===== config.mk =====
export PLATFORM = sky130hd
export DESIGN_NAME = ram_stream_loader
export DESIGN_NICKNAME = d
export VERILOG_FILES = /design/src/rtl/ram_stream_loader.sv
export SDC_FILE = /design/constraint.sdc
export NUM_CORES = 1
export LEC_CHECK = 0
export BUFFER_PORTS_ARGS = -buffer_cell sky130_fd_sc_hd__clkbuf_2
export CELL_PAD_IN_SITES_DETAIL_PLACEMENT = 1
export CELL_PAD_IN_SITES_GLOBAL_PLACEMENT = 1
export CORE_MARGIN = 2
export CORE_UTILIZATION = 38
export CTS_CLUSTER_DIAMETER = 150
export DETAILED_ROUTE_END_ITERATION = 10
export PLACE_DENSITY_LB_ADDON = 0.1
export SETUP_SLACK_MARGIN = 0.3
export SYNTH_ARGS = -nofsm -noshare
export SYNTH_HDL_FRONTEND = slang
export SYNTH_SLANG_ARGS = --single-unit

===== constraint.sdc =====
create_clock -name clk -period 2.4 [get_ports clk]
set_clock_uncertainty 0.2 [all_clocks]
set_input_delay 0.36 -clock clk [delete_from_list [all_inputs] [get_ports clk]]
set_output_delay 0.36 -clock clk [all_outputs]
set_load 0.02 [all_outputs]

===== src/rtl/ram_stream_loader.sv =====
// Byte-stream to 32-bit word loader for a single-port on-chip RAM.
// Optional post-load read-back checksum verify: define RAM_LOADER_VERIFY_EN.
module ram_stream_loader #(
   parameter int ADDR_W = 10,
   parameter int DATA_W = 32
) (
   input  logic              clk,
   input  logic              reset_n,
   input  logic              start,
   input  logic [ADDR_W-1:0] base_addr,
   input  logic              in_valid,
   output logic              in_ready,
   input  logic [7:0]        in_data,
   input  logic              in_last,
   output logic              busy,
   output logic              done,
   output logic              overflow,
   output logic [ADDR_W:0]   word_count,
   output logic [ADDR_W-1:0] ram_address,
   output logic [3:0]        ram_byteenable,
   output logic              ram_chipselect,
   output logic              ram_write,
   output logic [DATA_W-1:0] ram_writedata,
   output logic              ram_clken,
   input  logic [DATA_W-1:0] ram_readdata,
   output logic              verify_ok,
   output logic              verify_fail
);

   localparam logic [ADDR_W:0] FULL = {1'b1, {ADDR_W{1'b0}}};

   typedef enum logic [2:0] {
      S_IDLE,
      S_FILL,
      S_WRITE,
`ifdef RAM_LOADER_VERIFY_EN
      S_VERIFY,
`endif
      S_DONE
   } state_t;

   state_t              r_state;
   state_t              w_next_state;
   logic [ADDR_W-1:0]   r_ptr;
   logic [1:0]          r_byte_idx;
   logic [3:0]          r_mask;
   logic [DATA_W-1:0]   r_word;
   logic                r_last;
   logic                r_overflow;
   logic [ADDR_W:0]     r_wc;
   logic                w_accept;
   logic                w_discard;

   assign w_accept  = (r_state == S_FILL) && in_valid;
   // Once DEPTH words are written every further byte is dropped until in_last.
   assign w_discard = r_overflow || (r_wc == FULL);

`ifdef RAM_LOADER_VERIFY_EN
   logic [ADDR_W-1:0]   r_base;
   logic [3:0]          r_last_be;
   logic [DATA_W-1:0]   r_wsum;
   logic [DATA_W-1:0]   r_rsum;
   logic [ADDR_W+1:0]   r_vcnt;
   logic                r_vok;
   logic                r_vfail;
   logic [ADDR_W+1:0]   w_wc_ext;
   logic [DATA_W-1:0]   w_rmask;

   assign w_wc_ext = {1'b0, r_wc};
   // Read data for issue slot k arrives in slot k+1; the last one is lane-masked.
   assign w_rmask  = (r_vcnt == w_wc_ext) ?
                     {{8{r_last_be[3]}}, {8{r_last_be[2]}}, {8{r_last_be[1]}}, {8{r_last_be[0]}}} :
                     {DATA_W{1'b1}};
   assign verify_ok   = r_vok;
   assign verify_fail = r_vfail;
`else
   logic w_unused_rdata;
   assign w_unused_rdata = ^ram_readdata;
   assign verify_ok      = 1'b0;
   assign verify_fail    = 1'b0;
`endif

   assign overflow   = r_overflow;
   assign word_count = r_wc;

   // NOTE: sequential state uses non-blocking assignments so all registers update together.
   always_ff @(posedge clk or negedge reset_n) begin
      if (!reset_n) r_state <= S_IDLE;
      else          r_state <= w_next_state;
   end

   // NOTE: the default assignment at the top keeps this block free of latches.
   always_comb begin
      w_next_state = r_state;
      case (r_state)
         S_IDLE:  if (start) w_next_state = S_FILL;
         S_FILL: begin
            if (w_accept) begin
               if (w_discard) begin
                  if (in_last) w_next_state = S_DONE;
               end else if ((r_byte_idx == 2'd3) || in_last) begin
                  w_next_state = S_WRITE;
               end
            end
         end
         S_WRITE: begin
            if (!r_last)
               w_next_state = S_FILL;
            else
`ifdef RAM_LOADER_VERIFY_EN
               w_next_state = S_VERIFY;
`else
               w_next_state = S_DONE;
`endif
         end
`ifdef RAM_LOADER_VERIFY_EN
         S_VERIFY: if (r_vcnt == w_wc_ext + 1'b1) w_next_state = S_DONE;
`endif
         S_DONE:  w_next_state = S_IDLE;
         default: w_next_state = S_IDLE;
      endcase
   end

   always_comb begin
      in_ready       = (r_state == S_FILL);
      busy           = (r_state != S_IDLE) && (r_state != S_DONE);
      done           = (r_state == S_DONE);
      ram_clken      = busy;
      ram_chipselect = 1'b0;
      ram_write      = 1'b0;
      ram_address    = '0;
      ram_byteenable = 4'h0;
      ram_writedata  = '0;
      case (r_state)
         S_WRITE: begin
            ram_chipselect = 1'b1;
            ram_write      = 1'b1;
            ram_address    = r_ptr;
            ram_byteenable = r_mask;
            ram_writedata  = r_word;
         end
`ifdef RAM_LOADER_VERIFY_EN
         S_VERIFY: begin
            if (r_vcnt < w_wc_ext) begin
               ram_chipselect = 1'b1;
               ram_address    = r_base + r_vcnt[ADDR_W-1:0];
               ram_byteenable = 4'hF;
            end
         end
`endif
         default: ;
      endcase
   end

   // NOTE: the datapath is a handful of flops, so all of it is reset asynchronously.
   always_ff @(posedge clk or negedge reset_n) begin
      if (!reset_n) begin
         r_ptr      <= '0;
         r_byte_idx <= '0;
         r_mask     <= '0;
         r_word     <= '0;
         r_last     <= 1'b0;
         r_overflow <= 1'b0;
         r_wc       <= '0;
`ifdef RAM_LOADER_VERIFY_EN
         r_base     <= '0;
         r_last_be  <= '0;
         r_wsum     <= '0;
         r_rsum     <= '0;
         r_vcnt     <= '0;
         r_vok      <= 1'b0;
         r_vfail    <= 1'b0;
`endif
      end else begin
         case (r_state)
            S_IDLE: begin
               if (start) begin
                  r_ptr      <= base_addr;
                  r_byte_idx <= '0;
                  r_mask     <= '0;
                  r_word     <= '0;
                  r_last     <= 1'b0;
                  r_overflow <= 1'b0;
                  r_wc       <= '0;
`ifdef RAM_LOADER_VERIFY_EN
                  r_base     <= base_addr;
                  r_wsum     <= '0;
                  r_rsum     <= '0;
                  r_vcnt     <= '0;
                  r_vok      <= 1'b0;
                  r_vfail    <= 1'b0;
`endif
               end
            end
            S_FILL: begin
               if (w_accept) begin
                  if (w_discard) begin
                     r_overflow <= 1'b1;
`ifdef RAM_LOADER_VERIFY_EN
                     if (in_last) r_vfail <= 1'b1;
`endif
                  end else begin
                     r_word[{r_byte_idx, 3'b000} +: 8] <= in_data;
                     r_mask[r_byte_idx]                <= 1'b1;
                     r_byte_idx                        <= r_byte_idx + 2'd1;
                     r_last                            <= in_last;
                  end
               end
            end
            S_WRITE: begin
               r_ptr      <= r_ptr + 1'b1;
               r_wc       <= r_wc + 1'b1;
               r_mask     <= '0;
               r_byte_idx <= '0;
               r_word     <= '0;
`ifdef RAM_LOADER_VERIFY_EN
               r_wsum     <= r_wsum + r_word;
               r_last_be  <= r_mask;
`endif
            end
`ifdef RAM_LOADER_VERIFY_EN
            S_VERIFY: begin
               r_vcnt <= r_vcnt + 1'b1;
               if ((r_vcnt != '0) && (r_vcnt <= w_wc_ext))
                  r_rsum <= r_rsum + (ram_readdata & w_rmask);
               if (r_vcnt == w_wc_ext + 1'b1) begin
                  r_vok   <= (r_rsum == r_wsum);
                  r_vfail <= (r_rsum != r_wsum);
               end
            end
`endif
            default: ;
         endcase
      end
   end

endmodule

==> out/summary.txt <==
Status = finished clean
Clock period minus final worst setup slack = 2.13 ns
Post-synth EDFFs = 0
Static leakage = 2.21 nW
Clock-pin transition on the worst setup and hold timing paths = 0.07 ns
Violation count after the first detailed-routing iteration = 94
CTS Buf Count = 9
Worst-skew pair later-pin latency = 0.34 ns
Antenna violation net count after detailed routing = 0
Share of the synthesized area in the top cell type = 44.7%
Routability congestion estimate from global placement = 0.751
Crit path DAT = 1.57 ns
# clock sinks = 63
Number of buffers on the longest clock path = 2
Via density per instance = 5.56
Total via count in the routed design = 3,124
Crit path launch type = flop
Endpoint class of the critical path = output pin
Overflow left after global routing = 0
Number of nets in the finished design = 513
Number of global-route vias before repair = 3,070
Number of buffers added on ports = 86
Warnings from Yosys = 0
Fmax = 468 MHz
Buffer type at the clock tree root = sky130_fd_sc_hd__clkbuf_8
Die extent in y = 100 um
Detail Placement HPWL = 6.72 mm
Core region area = 0.00911 mm^2
Reported max-cap violation count = 0
Register-to-Register Path Depth = 7
Initial cell density of the core = 38.7%
Pins Over Slew Limit = 0
Area after detailed placement = 0.00411 mm^2
TritonRoute pass-1 iters = 4
PwrDens = 1080 mW/mm^2
Worst hold stages = 3
Final setup violation count = 0
Final hold viol count = 0
CTS tree = done
Synthesized area per cell = 10.3 um^2
Worst hold start = base_addr[0]
Number of antenna violations at the first check in global routing = 0
Total Die Area = 0.0101 mm^2
Critical Path RT = 1.84 ns
Register bit count reported by yosys = 63
Most instantiated flip-flop cell in the synthesis netlist = sky130_fd_sc_hd__dfrtp_1
Wire length of the first global-routing pass = 16.3 mm
Share of the cycle needed by the critical path after routing = 88.9%
Sum of negative setup slack = 0 ns
Critical Setup Path Class = reg2out
DR WL/cell = 18.0 um
Maximum number of pins on one net before global-route repair = 64
FP Rows = 35
Worst hold path endpoint = r_ptr[0]$_DFFE_PN0P_
Maximum level of the CTS H-tree = 3
Most frequently used cell type in the post-synthesis netlist = sky130_fd_sc_hd__dfrtp_1
Cell taking the most area after synthesis = sky130_fd_sc_hd__dfrtp_1
Top cells by count, synth = sky130_fd_sc_hd__dfrtp_1, sky130_fd_sc_hd__and2_1, sky130_fd_sc_hd__a32o_1
Cells taking the most area after synthesis = sky130_fd_sc_hd__dfrtp_1, sky130_fd_sc_hd__and2_1, sky130_fd_sc_hd__a32o_1, sky130_fd_sc_hd__ha_1, sky130_fd_sc_hd__o21ai_0
Worst setup slack before clock tree synthesis = 0.0821 ns
RSZ-0062 raised after global routing = true
Overall global routing resource usage = 20.7%
Post-Syn Area = 0.00353 mm^2
Final instance area = 0.00470 mm^2
Reg2Reg Capture Point = r_word[27]$_DFFE_PN0P_
Peak fanout along the critical path = 28
DRC = 0
Diode insertion count for antenna repair = 0
Sequential-to-total area share from yosys stat = 44.7%
Worst min-delay path class = in2reg
Minimum setup slack among reg-to-reg paths = 0.29 ns
Top Ports = 121
Area Overhead vs Synth = 33.3%
Share of flip-flops with an asynchronous set or reset = 100%
Worst reg2reg path startpoint = r_state[1]$_DFFE_PN0P_
Routed wire length = 10.1 mm
Distinct cell type count after synthesis = 50
Post-route core utilization = 51.6%
X dimension of the die = 100 um
Synthesized instance count = 342
Proportion of layout cells with a drive suffix above 1 = 37.5%
Worst vdd ir = 0.689 mV
Min setup slack post-route = 0.265 ns
cell type report:
class	instances	area, um^2
fillers	1033	4410
multi-input cells	245	2000
flip-flops and latches	63	1580
repair buffers	111	722
clock buffers	12	155
well taps	111	139
inverters	17	66.3
clock inverters	3	42.5
cell usage in the layout, fill, tap and decap left out, types with 10 or more instances in the layout:
cell type / count
sky130_fd_sc_hd__clkbuf_2: 72
sky130_fd_sc_hd__dfrtp_1: 59
sky130_fd_sc_hd__and2_1: 44
sky130_fd_sc_hd__a32o_1: 24
sky130_fd_sc_hd__o21ai_0: 19
sky130_fd_sc_hd__buf_4: 19
sky130_fd_sc_hd__nand2_1: 18
sky130_fd_sc_hd__inv_1: 16
sky130_fd_sc_hd__clkbuf_8: 14
sky130_fd_sc_hd__a21oi_1: 11
sky130_fd_sc_hd__nand3_1: 10
sequential cells by signal, summed over array words and instances, names as in the netlist:
register	cells
r_word	32
word_count	11
r_ptr	10
r_mask	4
r_byte_idx	2
r_state	2
overflow	1
r_last	1
worst max path at each step:
stage | startpoint | to | slack (ns) | cells past startpoint
6_report | r_state[0]$_DFFE_PN0P_ | ram_writedata[18] | 0.27 | 5
5_1_grt | r_state[1]$_DFFE_PN0P_ | r_word[27]$_DFFE_PN0P_ | 0.16 | 7
4_1_cts | r_state[0]$_DFFE_PN0P_ | r_word[13]$_DFFE_PN0P_ | 0.26 | 7
3_5_place_dp | word_count[1]$_DFFE_PN0P_ | r_word[13]$_DFFE_PN0P_ | 0.08 | 6
3_3_place_gp | word_count[1]$_DFFE_PN0P_ | r_word[11]$_DFFE_PN0P_ | 0.12 | 6
2_1_floorplan | word_count[0]$_DFFE_PN0P_ | r_state[0]$_DFFE_PN0P_ | 0.32 | 6
repair_timing:
action,in CTS,in global routing
cloned,2,0
hold buffers,1,0
pin swaps,10,5
endpoints found under the setup margin,85,92
setup buffers,6,6
endpoints found under the hold margin,63,0
gates resized for setup,18,43
where the power goes:
part	total, W	switching, W	internal (W)	leakage [nW]
combinational	0.00264	0.00156	0.00108	1.27
clock	0.000947	0.000418	0.000530	0.0985
sequential	0.00148	0.000206	0.00128	0.840
through the flow:
step / total power, W / hold WS [ns] / instances
floorplan: 0.00305 / -0.136 / 343
global placement: 0.00357 / 0.213 / 532
detailed placement: 0.00364 / 0.213 / 532
CTS: 0.00484 / 0.0768 / 556
global route: 0.00544 / 0.0930 / 562
finish: 0.00507 / 0.0826 / 562
metal layers:
| metal | global-route usage (%) | routed length (um) |
|---|---|---|
| met1 | 29.4 | 4750 |
| met2 | 32.9 | 4910 |
| met3 | 2.65 | 314 |
| met4 | 6.74 | 142 |
| met5 | 0 | 0 |
cells by family after synthesis:
| family | synth area share, % |
|---|---|
| AO/OA/AOI/OAI | 20.1 |
| multiplexers | 3.65 |
| buffers and inverters | 4.61 |
| AND/OR/NAND/NOR | 22.9 |
| flip-flops | 44.7 |
| other | 0.106 |
| adder cells (fa/ha/maj) | 3.90 |
worst max-delay path, cell delays in order, from the launching register on:
cell and delay, ns:
sky130_fd_sc_hd__dfrtp_2 0.46, sky130_fd_sc_hd__inv_4 0.10, sky130_fd_sc_hd__ha_4 0.17, sky130_fd_sc_hd__buf_12 0.17, sky130_fd_sc_hd__and2_1 0.16, sky130_fd_sc_hd__clkbuf_4 0.17
Power figures use the tool's default switching activity.
